[config.mk]
export PLATFORM = sky130hd
export DESIGN_NAME = demux_channel_sequencer
export DESIGN_NICKNAME = d
export VERILOG_FILES = /design/src/rtl/demux_channel_sequencer.sv
export SDC_FILE = /design/constraint.sdc
export NUM_CORES = 1
export LEC_CHECK = 0
export CORE_ASPECT_RATIO = 0.6
export CORE_MARGIN = 5
export CORE_UTILIZATION = 40
export DETAILED_ROUTE_END_ITERATION = 16
export GPL_ROUTABILITY_DRIVEN = 0
export PLACE_DENSITY_LB_ADDON = 0.05
export SLEW_MARGIN = 5
export SYNTH_ARGS = -nofsm -noshare
export SYNTH_HDL_FRONTEND = slang
export SYNTH_SLANG_ARGS = --single-unit
[constraint.sdc]
create_clock -name clk -period 4.5 [get_ports clk]
set_clock_uncertainty 0.1 [all_clocks]
set_input_delay 0.9 -clock clk [delete_from_list [all_inputs] [get_ports clk]]
set_output_delay 0.9 -clock clk [all_outputs]
set_load 0.05 [all_outputs]
[src/rtl/demux_channel_sequencer.sv]
// rtl/demux_channel_sequencer.sv - scan sequencer driving the 3-to-8 demux select
module demux_channel_sequencer #(
    parameter int DWELL = 4
) (
    input  logic       clk,
    input  logic       rst,
    input  logic       start,
    input  logic       stop,
    input  logic       en,
    input  logic       cont,
    input  logic [7:0] mask,
    output logic [2:0] sel,
    output logic       sel_valid,
    output logic       busy,
    output logic       done
);

    localparam int CW = (DWELL > 1) ? $clog2(DWELL) : 1;
    localparam logic [CW-1:0] LAST = CW'(DWELL - 1);

    typedef enum logic {
        IDLE,
        SCAN
    } state_t;

    state_t        state, state_n;
    logic [CW-1:0] cnt, cnt_n;
    logic [7:0]    mask_q, mask_n;
    logic          cont_q, cont_n;
    logic [2:0]    sel_n;
    logic          sel_valid_n, busy_n, done_n;
    logic          has_next;
    logic [2:0]    next_sel;

    function automatic logic [2:0] lowest_bit(input logic [7:0] m);
        lowest_bit = 3'd0;
        for (int i = 7; i >= 0; i--) begin
            if (m[i]) lowest_bit = 3'(i);
        end
    endfunction

    // Next higher enabled channel above the current select; descending scan keeps the lowest hit
    always_comb begin
        has_next = 1'b0;
        next_sel = sel;
        for (int i = 7; i >= 0; i--) begin
            if (mask_q[i] && (3'(i) > sel)) begin
                has_next = 1'b1;
                next_sel = 3'(i);
            end
        end
    end

    always_ff @(posedge clk) begin
        if (rst) begin
            state     <= IDLE;
            cnt       <= '0;
            mask_q    <= 8'd0;
            cont_q    <= 1'b0;
            sel       <= 3'd0;
            sel_valid <= 1'b0;
            busy      <= 1'b0;
            done      <= 1'b0;
        end else begin
            state     <= state_n;
            cnt       <= cnt_n;
            mask_q    <= mask_n;
            cont_q    <= cont_n;
            sel       <= sel_n;
            sel_valid <= sel_valid_n;
            busy      <= busy_n;
            done      <= done_n;
        end
    end

    always_comb begin
        state_n     = state;
        cnt_n       = cnt;
        mask_n      = mask_q;
        cont_n      = cont_q;
        sel_n       = sel;
        sel_valid_n = sel_valid;
        busy_n      = busy;
        done_n      = 1'b0;
        case (state)
            IDLE: begin
                if (start) begin
                    mask_n = mask;
                    cont_n = cont;
                    cnt_n  = '0;
                    if (mask != 8'd0) begin
                        state_n     = SCAN;
                        sel_n       = lowest_bit(mask);
                        sel_valid_n = 1'b1;
                        busy_n      = 1'b1;
                    end else begin
                        done_n = 1'b1;
                    end
                end
            end
            SCAN: begin
                if (stop) begin
                    state_n     = IDLE;
                    cnt_n       = '0;
                    sel_valid_n = 1'b0;
                    busy_n      = 1'b0;
                end else if (en) begin
                    if (cnt == LAST) begin
                        cnt_n = '0;
                        if (has_next) begin
                            sel_n = next_sel;
                        end else if (cont_q) begin
                            // Wrap without a gap; done marks the first dwell cycle of the new sweep
                            sel_n  = lowest_bit(mask_q);
                            done_n = 1'b1;
                        end else begin
                            state_n     = IDLE;
                            sel_valid_n = 1'b0;
                            busy_n      = 1'b0;
                            done_n      = 1'b1;
                        end
                    end else begin
                        cnt_n = cnt + CW'(1);
                    end
                end
            end
            default: state_n = IDLE;
        endcase
    end

endmodule

=== Yosys cells after proc, flatten, opt, wreduce, memory -nomap -nowiden ===
Index checks and enable logic that the tools add are counted.

* Add/subtract/negate cells: 1
* $lt $le $gt $ge: 8
* Equal/unequal tests: 12
* Multiplexer cells: 68
* Bitwise operators: 1
* Reductions and logical operators: 13

{| class="wikitable"
|+ Operators with widths
! cell !! number
|-
| 3-bit 2-to-1 mux || 31
|-
| 1-bit 2-to-1 mux || 28
|-
| 3-bit greater-than comparator, first input constant || 4
|-
| 10-bit by 2-bit inequality test with 1-bit output, second input constant || 1
|-
| 3-bit inequality test, second input constant || 3
|-
| 1-bit logical AND || 8
|-
| 2-bit 2-to-1 mux || 4
|-
| 2-bit inequality test, second input constant || 4
|-
| 8-bit nonzero test || 1
|-
| 7-bit AND reduction || 1
|-
| 1-bit by 3-bit greater-than comparator with 1-bit output, first input constant || 2
|-
| 2-bit by 3-bit greater-than comparator with 1-bit output, first input constant || 2
|-
| 1-bit one-hot mux with 2 select lines || 3
|-
| 3-bit one-hot mux with 2 select lines || 1
|-
| 6-bit AND reduction || 1
|-
| 2-bit one-hot mux with 2 select lines || 1
|-
| 2-bit AND reduction || 2
|-
| 3-bit by 1-bit inequality test with 1-bit output, second input constant || 1
|-
| 3-bit by 2-bit inequality test with 1-bit output, second input constant || 1
|-
| 2-bit by 1-bit adder with 2-bit output, second input constant || 1
|-
| 2-bit == test, second input constant || 1
|-
| 2-bit by 1-bit inequality test with 1-bit output, second input constant || 1
|-
| 1-bit NOT || 1
|}

* Register bits after elaboration: 17
* Input port bits: 14
* Logic and storage cells: 110

=== Depth between registers and ports, before layout ===
* Depth after elaboration: 15
* Gate-level depth with buffers: 7

=== Least setup slack after synthesis ===
Ideal clock, no wire load.

* Path type: input -> register
* Start point: in stop
* End point: reg sel[0]
* Setup time: 0.091 ns
* Data arrival time: 1.849 ns
* Path slack: 2.460 ns
* Stages on the path: 6
* Buffers on the path: 0
* Cell sequence: and3b_1 -> nand2_1 -> a21boi_0 -> o31a_1 -> nor2_1 -> a311oi_1

* Longest elaborated chain between the ends: 2

{| class="wikitable"
|+ RTL lines
! item !! RTL line !! RTL
|-
| from (decl) || 8 || <nowiki>input logic stop,</nowiki>
|-
| 2-bit inequality test (no source line) || - ||
|-
| 7-bit AND reduction (no source line) || - ||
|-
| to (signal assigned) || 69 || <nowiki>sel <= sel_n;</nowiki>
|-
| to (decl) || 12 || <nowiki>output logic [2:0] sel,</nowiki>
|}

Every way passes these cells.
A chain may end at the register's enable or synchronous reset.

=== Final worst setup path ===
* Start point: reg sel[2]
* End point: out sel[2]

No word-level cell between the ends.

==> results.ini <==
[worst_setup_path]
cp_data_required_time_ps = 3500
worstPathCellList = clkdlybuf4s50_1
cpLargestDelayFamily = buffers and inverters
cp-end-kind = output pin
slowest_stage = clkdlybuf4s50_1
max_stage_delay_ps = 900
startpoint_type = flip-flop
worst-path-buf-inv = 1
cp.arrival_ps = 1770
r2r_start = sel[1]
cp-startpoint = sel[2]
worstSetupPathType = flip-flop to output pin
critPathMaxFanout = 12

[clock_network]
clk_latency_ps = 250
cts-hold-fix-buffers = 0
clkSinkCount = 17
numCtsBuffers = 3
postCtsSetupRepairBufs = 0
clk_pin_slew_worst_paths_ps = 60
cts_resized = 0
cts_buffer_depth = 2
cts_max_level = 1
cts_tree = yes
cts-root-buf = clkbuf_8

[synthesis]
synth-seq-cells = 17
ys_seq_area_share_pct = 31.9
syn_nets = 160
synth_ff_type = dfxtp_1
synthDistinctLibCells = 42
netlist_instances = 145
async_flop_share_pct = 0
syn_area_per_cell_um2 = 7.35
syn_area_mm2 = 0.00107
synth_edf_count = 0
yosysWarnings = 0

[cells_and_area]
layout_common_cells = nand2_1, nor2_1, clkdlybuf4s50_1
final_area_mm2 = 0.00129
num_antenna_cells = 0
multiInputGateArea_um2 = 657
final_common_cell = nand2_1
final_cells = 192
regArea_um2 = 340
nNetsFinal = 176
drive_gt1_share_pct = 6.25
fillers = 265
syn_to_final_growth_pct = 21.1

[timing]
max-slew-margin-rel_pct = 52.6
setup_tns_ps = 0
worst_slack_ps = 1730
rsz0062_at_grt = false
worst_pin_slew_ps = 709
fin_crit_sh_pct = 61.6
fmax_ghz = 0.361
period_needed_ps = 2770
drv_slew = 0
final_hold_viol_count = 0
setup_viol = 0

[detailed_routing]
drt_iter0_drc = 90
wire_per_inst_um = 14.1
via_per_inst = 5.41
vias = 1039
drt_wl_total_um = 2710
first_pass_iters = 4
drc = 0
ant_nets = 0

[floorplan]
die_area_mm2 = 0.00383
io_pins = 20
dieWidth_um = 76.6
start_util_pct = 42.3
die_h_um = 50.0
num_rows = 14
core_mm2 = 0.00252

[worst_hold_path]
hold_path_class = flip-flop to flip-flop
hp-start = cont_q

[place]
numPlacedInstances = 188
dp_hpwl_um = 2050
place_ws_ps = 1740
dpl_cell_area_mm2 = 0.00125
io_buffer_count = 19

[global_routing]
overflow = 0
grt_use_total_pct = 13.6
antenna_found_initial = 0
grt_pass1_wl_um = 4200
grt_max_degree = 18
grt_pass1_vias = 902

[power_and_ir_drop]
p_per_area_mw_per_mm2 = 311
irDropWorstVdd_mv = 0.161
p_leak_nw = 0.455

[status]
outcome = finished, final reports clean

[run]
drv_cap = 0

[cells in the mapped netlist (2+ instances only)]
cell | number | area (um^2)
nand2_1 | 25 | 93.8
nor2_1 | 21 | 78.8
a21oi_1 | 18 | 90.1
dfxtp_1 | 17 | 340
nand2b_1 | 7 | 43.8
inv_1 | 5 | 18.8
nand3_1 | 4 | 20.0
clkbuf_1 | 3 | 11.3
nor2b_1 | 3 | 18.8
a21boi_0 | 2 | 15.0
a22oi_1 | 2 | 15.0
a311oi_1 | 2 | 17.5
buf_6 | 2 | 22.5
nor3_1 | 2 | 10.0
o21ai_2 | 2 | 17.5
o22ai_1 | 2 | 12.5
o31a_1 | 2 | 17.5
o31ai_1 | 2 | 15.0
[worst register-to-register path: cells and delay by family, from the launching register on]
kind               cells  cell delay, ps
AOI/OAI and AO/OA      4             730
DFF                    1             610
and+or+nand+nor        2             440
[final timing paths]
path / endpoint / slack (ps) / cells past startpoint
worst min-delay path: cont_q / 390 / 2
worst min register to register: cont_q / 390 / 2
worst max register to register: sel[1] / 2530 / 6
worst max-delay path: sel[2] / 1730 / 1
[per-stage QoR]
| step | power (W) | util [%] | hold slack [ps] |
|---|---|---|---|
| 4_1_cts | 0.000403 | 51.2 | 395 |
| 6_report | 0.000402 | 51.2 | 387 |
| 2_1_floorplan | 0.000255 | - | 344 |
| 3_5_place_dp | 0.000289 | 49.4 | 385 |
| 3_3_place_gp | 0.000288 | 49.4 | 369 |
| 5_1_grt | 0.000420 | 51.2 | 426 |
[report_power, final]
group          switching [W]  internal, W
Clock              0.0000518    0.0000629
Combinational      0.0000629    0.0000463
Sequential         0.0000179     0.000160
[state kept, by name (all words and copies together) (netlist names)]
name    cells
done        1
state       1
cont_q      1
cnt         2
busy        1
mask_q      8
sel         3
[logic make-up after synthesis]
logic type	after synthesis	synth area share, %
compound gates	45	29.5
fa+ha+maj	1	1.17
buf+inv	13	6.45
flops	17	31.9
mux	1	0.939
simple gates	68	30.0
[metal layers]
metal | routed length [um] | track usage (%) | vias to the layer above
li1 | - | - | 539
met1 | 1480 | 20.8 | 465
met2 | 1030 | 18.0 | 32
met3 | 195 | 4.91 | 3
met4 | 11 | 1.74 | 0
met5 | 0 | 0 | -
[cell type report]
type / count / area share (%)
multi-input cells: 115 / 50.9
flip-flops and latches: 17 / 26.4
repair buffers: 19 / 14.7
clock buffers: 4 / 3.49
well taps: 32 / 3.10
inverters: 5 / 1.45
(Power assumes the default switching activity.)
